<file path="src/rtl/core_host_pkg.sv">
// Shared types for the host-side run sequencer: state encoding, default widths
// and a small constant helper used to size the shared byte counter.
package core_host_pkg;

  localparam int ADDR_W_DEF = 8;
  localparam int DATA_W_DEF = 8;

  typedef enum logic [2:0] {
    IDLE,
    LOAD,
    START,
    RUN,
    DRAIN,
    FINISH
  } state_e;

  function automatic int max_int(input int a, input int b);
    return (a > b) ? a : b;
  endfunction

endpackage

</file>
<file path="src/rtl/core_host_seq.sv">
// Host run sequencer: loads input bytes into data memory, runs the core, then drains results.
// Optional RUN watchdog and sticky timeout output when CORE_HOST_TIMEOUT_EN is defined.
module core_host_seq
  import core_host_pkg::*;
#(
  parameter int ADDR_W      = ADDR_W_DEF,
  parameter int DATA_W      = DATA_W_DEF,
  parameter int LOAD_BASE   = 0,
  parameter int LOAD_LEN    = 64,
  parameter int RESULT_BASE = 64,
  parameter int RESULT_LEN  = 64,
  parameter int TIMEOUT_CYC = 4096
) (
  input  logic              clk,
  input  logic              reset,
  input  logic              go,
  input  logic [DATA_W-1:0] in_data,
  input  logic              in_valid,
  output logic              in_ready,
  output logic              mem_own,
  output logic [ADDR_W-1:0] mem_addr,
  output logic [DATA_W-1:0] mem_wdata,
  output logic              mem_we,
  output logic              mem_re,
  input  logic [DATA_W-1:0] mem_rdata,
  output logic              core_start,
  input  logic              core_done,
  output logic [DATA_W-1:0] out_data,
  output logic              out_valid,
  input  logic              out_ready,
  output logic              busy,
  output logic              seq_done
`ifdef CORE_HOST_TIMEOUT_EN
  ,
  output logic              timeout
`endif
);

  localparam int CNT_W = $clog2(max_int(LOAD_LEN, RESULT_LEN) + 1);
  localparam logic [CNT_W-1:0] LOAD_LAST   = CNT_W'(LOAD_LEN - 1);
  localparam logic [CNT_W-1:0] RESULT_LAST = CNT_W'(RESULT_LEN - 1);

  state_e           state_q;
  logic [CNT_W-1:0] cnt_q;
  logic             run_first_q;
  logic             in_ready_q, mem_own_q, out_valid_q, busy_q, seq_done_q, core_start_q;
  logic             done_ok, run_limit;

  // A done level seen in the first RUN cycle is left over from the previous run.
  assign done_ok = !run_first_q && core_done;

`ifdef CORE_HOST_TIMEOUT_EN
  localparam int TO_W = $clog2(TIMEOUT_CYC + 1);
  localparam logic [TO_W-1:0] TO_LAST = TO_W'(TIMEOUT_CYC - 1);

  logic [TO_W-1:0] run_cnt_q;
  logic            timeout_q;

  assign run_limit = (run_cnt_q == TO_LAST);
  assign timeout   = timeout_q;
`else
  localparam int UNUSED_TIMEOUT_CYC = TIMEOUT_CYC;
  assign run_limit = 1'b0;
`endif

  // NOTE: all state and registered outputs use non-blocking assignments so every
  // branch below sees the values from the start of the cycle.
  always_ff @(posedge clk or posedge reset) begin
    if (reset) begin
      state_q      <= IDLE;
      cnt_q        <= '0;
      run_first_q  <= 1'b0;
      in_ready_q   <= 1'b0;
      mem_own_q    <= 1'b0;
      out_valid_q  <= 1'b0;
      busy_q       <= 1'b0;
      seq_done_q   <= 1'b0;
      core_start_q <= 1'b1;
`ifdef CORE_HOST_TIMEOUT_EN
      run_cnt_q    <= '0;
      timeout_q    <= 1'b0;
`endif
    end else begin
      seq_done_q <= 1'b0;
      case (state_q)
        IDLE: begin
          if (go) begin
            state_q    <= LOAD;
            cnt_q      <= '0;
            busy_q     <= 1'b1;
            mem_own_q  <= 1'b1;
            in_ready_q <= 1'b1;
`ifdef CORE_HOST_TIMEOUT_EN
            timeout_q  <= 1'b0;
`endif
          end
        end
        LOAD: begin
          if (in_valid) begin
            if (cnt_q == LOAD_LAST) begin
              state_q    <= START;
              cnt_q      <= '0;
              mem_own_q  <= 1'b0;
              in_ready_q <= 1'b0;
            end else begin
              cnt_q <= cnt_q + 1'b1;
            end
          end
        end
        START: begin
          state_q      <= RUN;
          core_start_q <= 1'b0;
          run_first_q  <= 1'b1;
`ifdef CORE_HOST_TIMEOUT_EN
          run_cnt_q    <= '0;
`endif
        end
        RUN: begin
          run_first_q <= 1'b0;
          if (done_ok || run_limit) begin
            state_q     <= DRAIN;
            cnt_q       <= '0;
            mem_own_q   <= 1'b1;
            out_valid_q <= 1'b1;
`ifdef CORE_HOST_TIMEOUT_EN
            if (!done_ok) timeout_q <= 1'b1;
          end else begin
            run_cnt_q <= run_cnt_q + 1'b1;
`endif
          end
        end
        DRAIN: begin
          if (out_ready) begin
            if (cnt_q == RESULT_LAST) begin
              state_q     <= FINISH;
              cnt_q       <= '0;
              mem_own_q   <= 1'b0;
              out_valid_q <= 1'b0;
              seq_done_q  <= 1'b1;
            end else begin
              cnt_q <= cnt_q + 1'b1;
            end
          end
        end
        FINISH: begin
          state_q      <= IDLE;
          core_start_q <= 1'b1;
          busy_q       <= 1'b0;
        end
        default: state_q <= IDLE;
      endcase
    end
  end

  assign in_ready   = in_ready_q;
  assign mem_own    = mem_own_q;
  assign out_valid  = out_valid_q;
  assign busy       = busy_q;
  assign seq_done   = seq_done_q;
  assign core_start = core_start_q;

  // The address is valid only while the port is owned; it idles at zero otherwise.
  assign mem_addr  = in_ready_q  ? ADDR_W'(LOAD_BASE)   + ADDR_W'(cnt_q) :
                     out_valid_q ? ADDR_W'(RESULT_BASE) + ADDR_W'(cnt_q) : '0;
  assign mem_we    = in_ready_q & in_valid;
  assign mem_wdata = in_ready_q ? in_data : '0;
  assign mem_re    = out_valid_q;
  assign out_data  = out_valid_q ? mem_rdata : '0;

endmodule

</file>
<file path="config.mk">
export PLATFORM = sky130hd
export DESIGN_NAME = core_host_seq
export DESIGN_NICKNAME = d
export VERILOG_FILES = /design/src/rtl/core_host_pkg.sv /design/src/rtl/core_host_seq.sv
export SDC_FILE = /design/constraint.sdc
export NUM_CORES = 1
export LEC_CHECK = 0
export ABC_CLOCK_PERIOD_IN_PS = 2800
export BUFFER_PORTS_ARGS = -buffer_cell sky130_fd_sc_hd__buf_2
export CORE_ASPECT_RATIO = 2
export CORE_UTILIZATION = 30
export CTS_BUF_LIST = sky130_fd_sc_hd__clkbuf_16
export DETAILED_ROUTE_END_ITERATION = 16
export GPL_ROUTABILITY_DRIVEN = 0
export GPL_TIMING_DRIVEN = 0
export PLACE_DENSITY = 0.53
export SYNTH_ARGS = -nofsm -noshare
export SYNTH_HDL_FRONTEND = slang
export SYNTH_SLANG_ARGS = --single-unit
</file>
<file path="constraint.sdc">
create_clock -name clk -period 2.8 [get_ports clk]
set_input_delay 0.14 -clock clk [delete_from_list [all_inputs] [get_ports clk]]
set_output_delay 0.14 -clock clk [all_outputs]
set_load 0.01 [all_outputs]
</file>
==> results of run 1 <==
[power by group through the flow]
| stage | clock (µW) | combinational [µW] | sequential (µW) |
|---|---|---|---|
| floorplan | 0 | 177 | 340 |
| global placement | 0 | 271 | 352 |
| detailed placement | 0 | 274 | 353 |
| CTS | 290 | 275 | 349 |
| global route | 300 | 308 | 358 |
| finish | 283 | 272 | 350 |
[layout by cell type (no fill, tap or decap), types with 2 or more instances in the layout]
cell type,count
o211ai_1,3
o21ai_0,3
nand2_1,9
buf_2,53
inv_1,7
clkbuf_1,3
a21oi_1,6
o21bai_1,2
clkbuf_16,3
mux2i_1,2
nor2b_1,6
buf_4,4
nand3_1,6
dfrtp_1,16
and2_1,19
nand3b_1,2
a32o_1,2
nor2_1,8
o311ai_1,2
nor3_1,2
o2bb2ai_1,4
nand2b_1,2
[final cells by class]
cell class / instances / share of cell area
clock buffer: 3 / 0.0484
tap: 49 / 0.0395
multi-input combinational: 94 / 0.415
timing repair buffer: 53 / 0.171
buffer: 8 / 0.0339
clock inverter: 1 / 0.00242
inverter: 6 / 0.0145
sequential: 17 / 0.275
[metal layers]
metal / GRT usage / vias up / part of all wire
met5: 0 / - / 0
met4: 0.0413 / 0 / 0.0080
met1: 0.189 / 548 / 0.39
met3: 0.0202 / 4 / 0.021
met2: 0.274 / 17 / 0.58
li1: - / 550 / -
[path summary, 6_finish.rpt]
check	startpoint	endpoint	cells past startpoint
max reg2reg	cnt_q[0]	cnt_q[0]	5
max in group asynchronous	reset	cnt_q[6]	2
min reg2reg	core_start	core_start	2
min in group clk	in_valid	state_q[1]	3
min	reset	seq_done	2
max	cnt_q[0]	cnt_q[0]	5
[flip-flops by register name, indices dropped and copies added, names as in the netlist]
name,count
seq_done,1
run_first_q,1
cnt_q,7
core_start,1
state_q,3
mem_re,1
mem_own,1
busy,1
in_ready,1
[cell usage after synthesis (all sizes together), types with 4 or more instances]
master   number  share of area
a21oi         6          0.026
dfrtp        16           0.35
buf           5          0.036
nor2b         6          0.033
inv           6          0.020
nand2         9          0.030
and2         20           0.11
o2bb2ai       4          0.031
nor2          8          0.026
nand3         6          0.026
[logic make-up (layout without fill, tap and decap cells)]
family / Yosys count / in the layout
adder cells (fa/ha/maj): 1 / 1
flip-flops: 17 / 17
AND/OR/NAND/NOR: 61 / 61
XOR/XNOR: 1 / 1
buffers and inverters: 14 / 71
multiplexers: 3 / 3
AO/OA/AOI/OAI: 28 / 28
[stage by stage]
step	std cells	power, µW
global placement	227	623
detailed placement	227	627
finish	231	905
CTS	231	914
floorplan	125	517
global route	231	965
[critical path, stage by stage, from the launching register on]
cell and delay (ps):
dfrtp_1 410, ha_1 260, and4b_1 230, a211oi_1 490, nand3_1 140, mux2i_1 140
==> results.md, run 1 <==
* Hold/Removal Path Class: input port to async pin
* Critical path class: register to register
* Worst rel slew slack at 0.542
* Synth-to-Final Area Change at 35.4%
* CP Max Fanout at 4
* Vias in the first global route at about 1000
* Largest net degree at the start of global routing at 18
* Final ANT Viol Nets at 0
* Net Sw Frac at 0.314
* First-pass GRT wire length at roughly 4.7 mm
* Fin crit share at 0.621
* Vias/cell at around 4.8
* Pwr Density at slightly below 600 nW/µm²
* Initial Util at 0.314
* Post-synthesis compound-gate area fraction at 0.190
* Die area at between 4000 and 5000 µm²
* CTS resizes at 0
* CP Launch Type: register
* Leakage at approximately 0.00078 µW
* Mapped Nets at between 100 and 150
* Sequential share of power at 0.387
* Post-synthesis mux area share at 0.0372
* Max_cap viols at 0
* Total Neg Setup Slack at 0 ps
* Finished Cell Area at ~1600 µm²
* Final Skew at between 1 and 1.5 ps
* CTS root buf: clkbuf_16
* Nets at between 200 and 250
* Post-CTS setup buffer count at 0
* Multi-input gate area at approximately 640 µm²
* Cts bufs inserted at 3
* DRC violations left at 0
* Clk slew on worst S/H paths at approximately 50 ps
* Slew Limit Fails at 0
* TritonCTS clock tree: yes
* Routed wire length at a little over 3 mm
* Drt first pass iters at 4
* Final core utilization at 0.425
* Vias at about 1100
* Pre-CTS setup slack at approximately 1000 ps
* Switching power at 284 µW
* Row count at 31
* Ys Warns at 0
* Register area at 427 µm²
* Post-Syn Instances at between 100 and 150
* Worst hold slack at -9.28 ps
* Fmax at roughly 0.58 GHz
* Seq/Total Area, Yosys at 0.373
* Crit path required time at 2970 ps
* Clk sink count at 17
* XOR/XNOR Fraction of Synth Area at 0.00765
* Failing checks: hold timing
* Die H at between 80 and 90 µm
* Crit path arrival time at about 1900 ps
* R2R Setup Slk at 1060 ps
* Io pins at 54
* Ys flop type: dfrtp_1
* Yosys cell types at 38
* Skew-Pair Late Insertion Delay at ~250 ps
* #FFs+latches synth at 17
* Cell Area, Placed at 1470 µm²
* Clock power share at 0.312
* Gr ovfl total at 0
* Tmin final at between 1500 and 2000 ps
* Initial antenna violation count at 0
* Largest family of logic cells by synthesized area: simple AND/OR/NAND/NOR gates
* Combinational group share of total power at 0.301
* EDFF count, synth at 0
* Adder-cell share of the synthesized area at 0.0109
* Async S/R FF share, synth at 1.00
* Crit. End Element: register
* CTS max path bufs at 2
* Number of buffers added on ports at 53
* Max rail drop VDD at ~0.32 mV
* Post-Synthesis Cell Area at ~1100 µm²
* H-Tree Depth at 1
* Initial detailed-routing violation count at 18
* Share of post-route cells with drive strength above 1 at 0.368
* Hold Buf Count CTS at 0
* Fin. Hold Viols at 16
* Worst-Margin Slew at 686 ps
* Internal cell power at ~620 µW
* Post-synthesis simple-gate area fraction at 0.316
* Core Region at 3650 µm²
* Synth Area per Inst at approximately 9.2 µm²
* Detail Placement HPWL at 2.44 mm
* Die Wd at around 46 µm
* DR WL/cell at ~13 µm
* Ant. Diodes at 0
* Outcome: finished, violations left
* Fill count at approximately 400
* Final setup violation count at 0
* Total GRT Usage at 0.155
* RSZ-0062 raised after global routing: no
* Final WS setup at 1060 ps
Note: power is estimated with default switching activity, not from simulation.
==> run 2: changes to the inputs <==
--- a/config.mk
+++ b/config.mk
@@ -5,7 +5,7 @@
 export SDC_FILE = /design/constraint.sdc
 export NUM_CORES = 1
 export LEC_CHECK = 0
-export ABC_CLOCK_PERIOD_IN_PS = 2800
+export ABC_CLOCK_PERIOD_IN_PS = 1700
 export BUFFER_PORTS_ARGS = -buffer_cell sky130_fd_sc_hd__buf_2
 export CORE_ASPECT_RATIO = 2
 export CORE_UTILIZATION = 30
==> constraint.sdc (replaced) <==
create_clock -name clk -period 1.7 [get_ports clk]
set_input_delay 0.085 -clock clk [delete_from_list [all_inputs] [get_ports clk]]
set_output_delay 0.085 -clock clk [all_outputs]
set_load 0.01 [all_outputs]
==> run 2 against run 1 <==
The run now ends clean. Via count increased by 1.4%. Core utilization increased by 0.76 points. Sequential cell count unchanged. Largest power group unchanged. Clock skew increased by 0.69 ps. Clock power increased by 64%. Sequential power increased by 65%. First-iteration DRC count increased by 17%. Die area unchanged.
==> results.md, run 2 (same netlist as run 1, synthesis figures left out) <==
* Cts bufs inserted at 3
* Vias/cell at ~4.9
* Cell Chain, Critical Path: buf_4, o32a_4, and2_4, buf_6, a32o_1
* Most flops, register: cnt_q
* Largest stage delay on the critical path at 430 ps
* Fin crit share at 0.931
* Fin cells at roughly 230
* Ant. Diodes at 0
* Worst rel slew slack at 0.542
* Crit. End Element: register
* Final ANT Viol Nets at 0
* Number of buffers added on ports at 53
* Vias in the first global route at ~1000
* Vias at approximately 1100
* Final Skew at slightly above 2 ps
* Nets at a little over 200
* Total Neg Setup Slack at 0 ps
* Drt first pass iters at 4
* Final setup violation count at 0
* Skew-Pair Late Insertion Delay at about 250 ps
* Max rail drop VDD at ~0.53 mV
* Crit path required time at 1830 ps
* Leakage at a little under 0.0008 µW
* Detail Placement HPWL at 2.44 mm
* Register area at between 400 and 500 µm²
* Multi-input gate area at around 660 µm²
* TritonCTS clock tree: yes
* CP max-delay cell: o32a_4
* Fmax at approximately 0.63 GHz
* Initial detailed-routing violation count at 21
* Final WS setup at roughly 120 ps
* Clk slew on worst S/H paths at 50 ps
* RSZ-0062 raised after global routing: no
* Routed wire length at around 3.2 mm
* Core Region at 3650 µm²
* Cell class contributing the biggest share of worst-path delay: compound AO/OA/AOI/OAI gates
* Largest registers: cnt_q x7, state_q x3
* Fin. Hold Viols at 0
* Synth-to-Final Area Change at 37.8%
* Share of post-route cells with drive strength above 1 at 0.388
* Pre-CTS setup slack at -67.2 ps
* Tmin final at 1580 ps
* Initial antenna violation count at 0
* Gr ovfl total at 0
* First-pass GRT wire length at approximately 4.8 mm
* Most frequent cells in the layout: buf_2 (53), and2_1 (18), dfrtp_1 (16)
* Commonest non-fill, non-tap cell in the layout: buf_2
* Critical path class: register to register
* Die H at between 80 and 90 µm
* CP Buf/Inv Count at 2
* Io pins at 54
* Cells after DPL at about 230
* Row count at 31
* Worst-Margin Slew at about 690 ps
* R2R Setup Slk at around 120 ps
* Pwr Density at approximately 950 nW/µm²
* DRC violations left at 0
* Total GRT Usage at 0.156
* Die Wd at 45.7 µm
* Fill count at 404
* CTS root buf: clkbuf_16
* CTS max path bufs at 2
* Crit path arrival time at ~1700 ps
* Outcome: finished clean
* Initial Util at 0.314
* Max_cap viols at 0
* CP Max Fanout at 8
* CP Launch Type: register
* Clk sink count at 17
* DR WL/cell at between 10 and 15 µm
* H-Tree Depth at 1
* Largest net degree at the start of global routing at 18
* Largest register FFs at 7
* Slew Limit Fails at 0
* Hold/Removal Path Class: input port to register
* Die area at slightly above 4000 µm²
-- run 2: cell count changes in the layout (fill, tap and decap cells not counted), sizes merged --
cell and change:
dlygate4sd3 +1
-- run 2: stage by stage --
stage / hold slack (ps) / instance area [µm²] / utilization / power [µW]
after floorplan: 10.3 / 1140 / - / 851
after global placement: 209 / 1470 / 0.404 / 1030
after detailed placement: 230 / 1470 / 0.404 / 1030
after CTS: 163 / 1570 / 0.430 / 1510
after global routing: 183 / 1580 / 0.433 / 1600
final: 168 / 1580 / 0.433 / 1500
-- run 2: worst paths after layout --
kind	cells past startpoint	to	startpoint
max in group asynchronous	3	cnt_q[6]	reset
worst min register to register	2	core_start	core_start
min in group asynchronous	3	seq_done	reset
worst max register to register	5	cnt_q[5]	state_q[0]
worst min-delay path	3	state_q[1]	in_valid
worst max-delay path	5	cnt_q[5]	state_q[0]
-- run 2: cell type report --
cell class	instances	share of cell area
clock inverters	1	0.00238
repair buffers	54	0.174
multi-input cells	94	0.419
inverters	6	0.0143
clock buffers	3	0.0476
plain buffers	8	0.0333
well taps	49	0.0389
flip-flops and latches	17	0.270
-- run 2: worst min-delay path: cells and delay by family --
kind                   cells  cell delay, ps
and+or+nand+nor            1              90
AOI/OAI and AO/OA          1              60
buffers and inverters      1             130
-- run 2: where the power goes --
| part | switching (µW) | internal [µW] | total (µW) |
|---|---|---|---|
| sequential | 90.7 | 485 | 576 |
| clock | 153 | 312 | 465 |
| combinational | 228 | 230 | 458 |
-- run 2: metal layers --
layer,vias to the layer above,track usage,wire (µm)
li1,555,-,-
met1,555,0.192,1230
met4,0,0.0413,26
met2,21,0.275,1820
met3,4,0.0202,72
met5,-,0,0
-- run 2: timing repair --
item	CTS	global route
hold buffers	1	0
gates resized for setup	2	3
setup buffers	0	0
endpoints found under the hold margin	16	0
pin swaps	0	0
endpoints found under the setup margin	5	3
==> run 3: changes to the inputs <==
--- a/config.mk
+++ b/config.mk
@@ -14,6 +14,7 @@
 export GPL_ROUTABILITY_DRIVEN = 0
 export GPL_TIMING_DRIVEN = 0
 export PLACE_DENSITY = 0.53
+export SETUP_SLACK_MARGIN = 0.3
 export SYNTH_ARGS = -nofsm -noshare
 export SYNTH_HDL_FRONTEND = slang
 export SYNTH_SLANG_ARGS = --single-unit
==> run 3 against run 2 <==
Clock skew about the same. Non-clock buffer count increased by 11. Count of clock-buffer cells in the layout unchanged. Final cell count is 4.7% higher. Wire length grew 5.7%. Critical endpoint unchanged. Sequential share of layout area shrank 2.9 points. Via count is 3.1% higher. Sequential power about the same. Clock power about the same. First-iteration DRC count grew 38%.
==> results.md, run 3 (same netlist as run 1, synthesis figures left out) <==
* Outcome: finished clean
* TritonCTS clock tree: yes
* Initial detailed-routing violation count at 29
* Row count at 31
* Crit path required time at around 1800 ps
* DRC violations left at 0
* Max rail drop VDD at between 0.5 and 0.6 mV
* Share of post-route cells with drive strength above 1 at 0.479
* Worst rel slew slack at 0.533
* Final ANT Viol Nets at 0
* Most flops, register: cnt_q
* Vias/cell at 4.81
* Multi-input gate area at 749 µm²
* Total Neg Setup Slack at 0 ps
* Vias at ~1200
* Die H at roughly 89 µm
* First-pass GRT wire length at 4.89 mm
* Total GRT Usage at 0.164
* Leakage at between 0.0008 and 0.0009 µW
* Combinational group share of total power at 0.342
* Tot Pwr at 1590 µW
* Pwr Density at between 900 and 1000 nW/µm²
* Vias in the first global route at 1055
* H-Tree Depth at 1
* Skew-Pair Late Insertion Delay at 250 ps
* Clk sink count at 17
* CP Max Fanout at 6
* Fin crit share at 0.898
* Synth-to-Final Area Change at 54.3%
* Final Skew at about 1.6 ps
* Cts bufs inserted at 3
* CP Launch Type: register
* Net Sw Frac at 0.317
* Commonest non-fill, non-tap cell in the layout: buf_2
* Worst-Margin Slew at 700 ps
* RSZ-0062 raised after global routing: yes
* CTS max path bufs at 2
* Die Wd at roughly 46 µm
* Clock power share at 0.294
* Hold/Removal Path Class: input port to register
* Finished Cell Area at between 1500 and 2000 µm²
* Sequential share of power at 0.364
* Largest register FFs at 7
* Number of buffers added on ports at between 50 and 60
* Detail Placement HPWL at 2.43 mm
* Largest registers: cnt_q x7, state_q x3
* Ant. Diodes at 0
* Fin. Hold Viols at 0
* Register area at between 400 and 500 µm²
* CTS root buf: clkbuf_16
* Routed wire length at between 3 and 4 mm
* Tmin final at 1530 ps
* DR WL/cell at between 10 and 15 µm
* Gr ovfl total at 0
* Core Region at between 3000 and 4000 µm²
* Fill count at about 400
* Drt first pass iters at 4
* Die area at slightly above 4000 µm²
* Largest net degree at the start of global routing at 18
* Slew Limit Fails at 0
* Nets at 218
* Final setup violation count at 0
* Most frequent cells in the layout: buf_2 (54), and2_1 (18), dfrtp_1 (16)
* Crit. End Element: register
* Critical path class: register to register
* Clk slew on worst S/H paths at approximately 50 ps
* Initial Util at 0.314
* Switching power at roughly 500 µW
* Crit path arrival time at 1660 ps
* Max_cap viols at 0
* Io pins at 54
* Fmax at about 0.66 GHz
* Cell Area, Placed at 1490 µm²
* Initial antenna violation count at 0
* Internal cell power at around 1100 µW
run 3: changes by cell type in the layout (fill, tap and decap cells not counted), moves of 2 or more:
cell | previous run | this run
buf_4 | 4 | 11
buf_6 | 1 | 5
clkbuf_1 | 3 | 1
o311ai_4 | 0 | 2
run 3: power by group through the flow:
| stage | sequential (µW) | clock, µW | combinational (µW) |
|---|---|---|---|
| after floorplan | 561 | 0 | 296 |
| after global placement | 583 | 0 | 451 |
| after detailed placement | 585 | 0 | 457 |
| after CTS | 576 | 478 | 492 |
| after global routing | 593 | 490 | 607 |
| final | 579 | 468 | 545 |
run 3: critical path: stages, from the launching register on:
cell and delay, ps:
dfrtp_1 420, nand2b_4 170, o32a_4 350, and2_4 140, buf_6 130, a32o_1 210
run 3: area by class of cell:
cell class / instances / area share
buffer: 8 / 0.0375
clock buffer: 3 / 0.0425
clock inverter: 1 / 0.00212
inverter: 6 / 0.0127
multi-input combinational: 94 / 0.424
sequential: 17 / 0.242
tap: 49 / 0.0347
timing repair buffer: 65 / 0.205
run 3: worst paths after layout:
check                           startpoint    endpoint  slack (ps)  depth (start not counted)
worst min register to register  core_start  core_start         470                          2
worst max register to register  state_q[1]    cnt_q[5]         170                          5
max in group asynchronous            reset    cnt_q[2]         760                          3
min in group asynchronous            reset    seq_done         490                          3
worst min-delay path             out_ready    seq_done         140                          3
worst max-delay path            state_q[1]    cnt_q[5]         170                          5
run 3: repair_timing:
action	in CTS	in global routing
buffers inserted	9	2
pin swaps	9	12
endpoints found under the setup margin	17	27
hold endpoints to repair	16	0
hold buffers	1	0
gates resized for setup	9	13
run 3: layer usage:
| layer | share of wire | global-route usage | vias to the layer above |
|---|---|---|---|
| met5 | 0 | 0 | - |
| met4 | 0.022 | 0.0826 | 0 |
| met3 | 0.015 | 0.0182 | 6 |
| met2 | 0.58 | 0.295 | 19 |
| met1 | 0.38 | 0.181 | 572 |
| li1 | - | - | 573 |
run 3: per-stage QoR:
step	util	cells	setup slack, ps	hold slack, ps
floorplan	-	125	228	10.3
global placement	0.408	227	134	210
finish	0.485	243	174	138
detailed placement	0.408	227	145	228
global route	0.485	243	112	159
CTS	0.464	241	202	112
